$ cat config.mk
export PLATFORM = sky130hd
export DESIGN_NAME = pll_reset_sequencer
export DESIGN_NICKNAME = d
export VERILOG_FILES = /design/src/rtl/pll_reset_pkg.sv /design/src/rtl/pll_reset_sequencer_sync_2ff.sv /design/src/rtl/pll_reset_sequencer.sv
export SDC_FILE = /design/constraint.sdc
export NUM_CORES = 1
export LEC_CHECK = 0
export ABC_AREA = 1
export BUFFER_PORTS_ARGS = -buffer_cell sky130_fd_sc_hd__buf_2
export CAP_MARGIN = 20
export CORE_MARGIN = 8
export CORE_UTILIZATION = 62
export DETAILED_ROUTE_END_ITERATION = 10
export GPL_TIMING_DRIVEN = 0
export PLACE_DENSITY = 0.92
export SLEW_MARGIN = 10
export SYNTH_ARGS = -nofsm -noshare
export SYNTH_HDL_FRONTEND = slang
export SYNTH_HIERARCHICAL = 1
export SYNTH_SLANG_ARGS = --single-unit
$ cat constraint.sdc
create_clock -name clk -period 3.2 [get_ports clk]
set_input_delay 0.48 -clock clk [delete_from_list [all_inputs] [get_ports clk]]
set_output_delay 0.48 -clock clk [all_outputs]
set_load 0.05 [all_outputs]
$ cat src/rtl/pll_reset_pkg.sv
// Shared types and constants for the PLL reset sequencer.
// State encodings are fixed because they are exported on state_dbg.
package pll_reset_pkg;

  typedef enum logic [2:0] {
    S_WAIT_LOCK = 3'd0,
    S_STABLE    = 3'd1,
    S_REL_CORE  = 3'd2,
    S_RUN       = 3'd3
  } seq_state_t;

  localparam int LOSS_CNT_W = 8;

  function automatic int max_int(input int a, input int b);
    return (a > b) ? a : b;
  endfunction

endpackage

$ cat src/rtl/pll_reset_sequencer_sync_2ff.sv
// Two-flop synchronizer for a single asynchronous level signal.
// Both stages reset to 0 so a reset always reads as "not asserted".
module sync_2ff (
  input  logic clk,
  input  logic rst,
  input  logic d,
  output logic q
);

  logic meta;

  always_ff @(posedge clk) begin
    if (rst) begin
      meta <= 1'b0;
      q    <= 1'b0;
    end else begin
      meta <= d;
      q    <= meta;
    end
  end

endmodule

$ cat src/rtl/pll_reset_sequencer.sv
// Turns PLL lock into ordered core/video resets on the reference clock,
// dropping both resets at once on loss of lock and counting such losses.
module pll_reset_sequencer
  import pll_reset_pkg::*;
#(
  parameter int LOCK_STABLE_CYCLES = 1024,
  parameter int RELEASE_STAGGER    = 16
) (
  input  logic                  clk,
  input  logic                  rst,
  input  logic                  lock_in,
  input  logic                  clr_stats,
  output logic                  rst_core,
  output logic                  rst_video,
  output logic                  ready,
  output logic                  lock_lost,
  output logic [LOSS_CNT_W-1:0] loss_count,
  output logic [2:0]            state_dbg
);

  localparam int CNT_W = $clog2(max_int(LOCK_STABLE_CYCLES, RELEASE_STAGGER)) + 1;
  localparam logic [CNT_W-1:0] STABLE_LAST  = CNT_W'(LOCK_STABLE_CYCLES - 1);
  localparam logic [CNT_W-1:0] STAGGER_LAST = CNT_W'(RELEASE_STAGGER - 1);

  logic                  lock_s;
  seq_state_t            state, state_nxt;
  logic [CNT_W-1:0]      cnt, cnt_nxt;
  logic                  loss;
  logic                  rst_core_nxt, rst_video_nxt, ready_nxt;
  logic                  lock_lost_nxt;
  logic [LOSS_CNT_W-1:0] loss_count_nxt;
  logic [LOSS_CNT_W-1:0] count_base;
  logic                  lost_base;

  sync_2ff u_lock_sync (
    .clk (clk),
    .rst (rst),
    .d   (lock_in),
    .q   (lock_s)
  );

  always_ff @(posedge clk) begin
    if (rst) begin
      state      <= S_WAIT_LOCK;
      cnt        <= '0;
      rst_core   <= 1'b1;
      rst_video  <= 1'b1;
      ready      <= 1'b0;
      lock_lost  <= 1'b0;
      loss_count <= '0;
    end else begin
      state      <= state_nxt;
      cnt        <= cnt_nxt;
      rst_core   <= rst_core_nxt;
      rst_video  <= rst_video_nxt;
      ready      <= ready_nxt;
      lock_lost  <= lock_lost_nxt;
      loss_count <= loss_count_nxt;
    end
  end

  // The counter is zeroed on every state change, so it never needs to wrap.
  always_comb begin
    state_nxt = state;
    cnt_nxt   = cnt;
    loss      = 1'b0;
    unique case (state)
      S_WAIT_LOCK: begin
        cnt_nxt = '0;
        if (lock_s) state_nxt = S_STABLE;
      end
      S_STABLE: begin
        if (!lock_s) begin
          state_nxt = S_WAIT_LOCK;
          cnt_nxt   = '0;
        end else if (cnt == STABLE_LAST) begin
          state_nxt = S_REL_CORE;
          cnt_nxt   = '0;
        end else begin
          cnt_nxt = cnt + 1'b1;
        end
      end
      S_REL_CORE: begin
        if (!lock_s) begin
          loss      = 1'b1;
          state_nxt = S_WAIT_LOCK;
          cnt_nxt   = '0;
        end else if (cnt == STAGGER_LAST) begin
          state_nxt = S_RUN;
          cnt_nxt   = '0;
        end else begin
          cnt_nxt = cnt + 1'b1;
        end
      end
      S_RUN: begin
        if (!lock_s) begin
          loss      = 1'b1;
          state_nxt = S_WAIT_LOCK;
          cnt_nxt   = '0;
        end
      end
      default: begin
        state_nxt = S_WAIT_LOCK;
        cnt_nxt   = '0;
      end
    endcase
  end

  // Outputs are decoded from the next state and registered alongside it.
  always_comb begin
    rst_core_nxt  = !((state_nxt == S_REL_CORE) || (state_nxt == S_RUN));
    rst_video_nxt = (state_nxt != S_RUN);
    ready_nxt     = (state_nxt == S_RUN);
  end

  // A clear coinciding with a loss wipes the old value first, then counts the loss.
  always_comb begin
    count_base     = clr_stats ? '0 : loss_count;
    lost_base      = clr_stats ? 1'b0 : lock_lost;
    loss_count_nxt = count_base;
    lock_lost_nxt  = lost_base;
    if (loss) begin
      lock_lost_nxt  = 1'b1;
      loss_count_nxt = (count_base == '1) ? count_base : count_base + 1'b1;
    end
  end

  assign state_dbg = state;

endmodule

==> load_flow_metrics.sql <==
INSERT INTO impl_metrics (metric_group, metric, value, unit) VALUES
('route', 'wl_per_cell', '11.6', 'um'),
('pwr', 'cell_internal_pwr', '484', 'uW'),
('synth', 'post-synth-top-count-cell', 'nand2_1', ''),
('global_routing', 'grt_util_all_layers', '0.166', ''),
('route', 'num_vias', '1611', ''),
('synth', 'yosysSeqAreaShare', '0.341', ''),
('clocking', 'total_number_of_h_tree_levels', '1', ''),
('synth', 'synth_enable_flop_cells', '0', ''),
('min_path', 'min_delay_path_depth', '2', ''),
('pwr', 'power.density', '335', 'nW/um^2'),
('clocking', 'ctsHoldBuffers', '0', ''),
('synth', 'synthDominantCellAreaShare', '0.341', ''),
('timing', 'timing_limited_maximum_frequency', '601', 'MHz'),
('route', 'drc', '0', ''),
('critical_path', 'critical_path.most_common_cell', 'nand2_2', ''),
('pwr', 'seq_power_share', '0.576', ''),
('cells_and_area', 'final_layout_size_suffix_gt1_frac', '0.235', ''),
('cells_and_area', 'number_of_inserted_diodes', '0', ''),
('pwr', 'power.share.clock', '0.384', ''),
('die', 'area_of_the_core', '2500', 'sq um'),
('pwr', 'switching_power', '126', 'uW'),
('timing', 'finalMaxSlewViolations', '0', ''),
('route', 'antenna_left', '0', ''),
('global_routing', 'via_count_of_the_first_global_routing_pass', '1468', ''),
('clocking', 'post_cts_resize_count', '0', ''),
('min_path', 'worst_hold_path.endpoint', 'u_lock_sync/q', ''),
('critical_path', 'timing.rr.end', 'cnt[2]', ''),
('timing', 'fin_tns_setup', '0', 'ps'),
('synth', 'netlist_instances', '246', ''),
('cells_and_area', 'max_flop_register', 'cnt', ''),
('global_routing', 'grt_pass1_wl', '6050', 'um'),
('min_path', 'hp-class', 'in2reg', ''),
('cells_and_area', 'flip_flop_count_of_the_largest_register_all_copies_and_words_added', '11', ''),
('synth', 'synthDominantAreaCellType', 'dfxtp_1', ''),
('synth', 'flip_flop_cell_with_the_highest_count_after_synthesis', 'dfxtp_1', ''),
('flow_run', 'maxCapViolCount', '0', ''),
('cells_and_area', 'final_net_count', '275', ''),
('clocking', 'cts_tree', 'done', ''),
('run_status', 'outcome', 'complete, no violations', ''),
('placed_design', 'place.detailed.hpwl', '2680', 'um'),
('synth', 'syn-num-nets', '252', ''),
('critical_path', 'setup.worst_path.start_class', 'flip-flop', ''),
('clocking', 'worst_setup_hold_path_clk_slew', '160', 'ps'),
('die', 'std_cell_rows', '18', ''),
('die', 'die-width', '67.5', 'um'),
('synth', 'ys_warn_count', '6', ''),
('cells_and_area', 'fill_cell_total_of_the_finished_layout', '206', ''),
('timing', 'clock_skew', '20.7', 'ps'),
('placed_design', 'replace_congestion', '0.917', ''),
('timing', 'setup_violations', '0', ''),
('pwr', 'power.leakage', '0.000826', 'uW'),
('die', 'start_util', '0.657', ''),
('critical_path', 'reg2reg_setup_slack', '1540', 'ps'),
('route', 'firstDrtPassIters', '4', ''),
('route', 'routed_via_count_divided_by_cell_count', '5.41', ''),
('global_routing', 'grt.overflow.total', '0', ''),
('min_path', 'hold_start', 'rst', ''),
('clocking', 'cts.path.max_buffers', '2', ''),
('pwr', 'switching_share', '0.207', ''),
('synth', 'post_synth_instance_area', '1640', 'sq um'),
('pwr', 'p_comb_frac', '0.040', ''),
('die', 'ioPinCount', '19', ''),
('global_routing', 'initial_antenna_violation_count', '0', ''),
('pwr', 'fin_total_pwr', '610', 'uW'),
('clocking', 'clock_tree.root_cell', 'clkbuf_4', ''),
('synth', 'synth_commonest_cells', 'nand2_1, inv_1, dfxtp_1', ''),
('synth', 'ys_types', '28', ''),
('global_routing', 'pin_count_of_the_biggest_net_entering_global_routing', '17', ''),
('critical_path', 'timing.critical_path.slowest_cell_delay', '420', 'ps'),
('synth', 'synth.ff_latch_count', '28', ''),
('synth', 'async_flop_share', '0', '');
-- worst max-delay path by stage --
stage | end | startpoint | cells after the start | slack (ps)
after CTS | cnt[2] | cnt[0] | 10 | 1570
after detailed placement | loss_count[4] | clr_stats | 10 | 1390
after floorplan | loss_count[1] | loss_count[1] | 9 | 1460
after global routing | cnt[5] | cnt[0] | 10 | 1410
after global placement | loss_count[4] | clr_stats | 10 | 1420
final | cnt[2] | cnt[0] | 10 | 1540
-- area by class of cell --
| class | count | area, sq um | area share |
|---|---|---|---|
| Multi-Input combinational cell | 168 | 885 | 0.486 |
| Sequential cell | 28 | 561 | 0.308 |
| Inverter | 44 | 165 | 0.0907 |
| Timing Repair Buffer | 18 | 90.1 | 0.0495 |
| Tap cell | 30 | 37.5 | 0.0206 |
| Buffer | 6 | 31.3 | 0.0172 |
| Clock inverter | 1 | 30.0 | 0.0165 |
| Clock buffer | 3 | 22.5 | 0.0124 |
-- critical path, delay by kind of cell (launching register included) --
family / cells / cell delay (ps)
fa+ha+maj: 1 / 240
flops: 1 / 420
simple gates: 9 / 900
-- routing by layer --
metal / part of all wire / GRT usage
met1: 0.43 / 0.190
met2: 0.49 / 0.289
met3: 0.065 / 0.0331
met4: 0.013 / 0.0809
met5: 0 / 0
-- cells in the final DEF, fill, tap and decap left out, drive strengths merged, types with 2 or more instances in the layout --
cell type	netlist	layout
a21oi	13	13
buf	6	24
clkbuf	0	3
dfxtp	28	28
ha	2	2
inv	44	44
nand2	58	58
nand3	28	28
nand4	14	14
nor2	37	37
nor3	4	4
o21ai	7	7
-- power groups by stage --
stage                     Clock (uW)  Combinational [uW]  Sequential [uW]
after floorplan                    0                13.4              362
after global placement             0                23.9              359
after detailed placement           0                24.3              359
after CTS                        237                24.5              352
after global routing             246                26.9              352
final                            234                24.4              352
-- per-stage QoR --
stage	area (sq um)	util	hold WS, ps	instances
2_1_floorplan	1640	-	388	246
3_3_place_gp	1770	0.708	393	294
3_5_place_dp	1770	0.708	395	294
4_1_cts	1820	0.729	286	298
5_1_grt	1820	0.729	297	298
6_report	1820	0.729	285	298
-- cell families after synthesis --
group           share of synthesized area
compound gates                     0.0823
flops                               0.341
xor+xnor                          0.00534
fa+ha+maj                          0.0152
buf+inv                             0.120
simple gates                        0.434
other cells                       0.00228
Note: power is estimated with default switching activity, not from simulation.
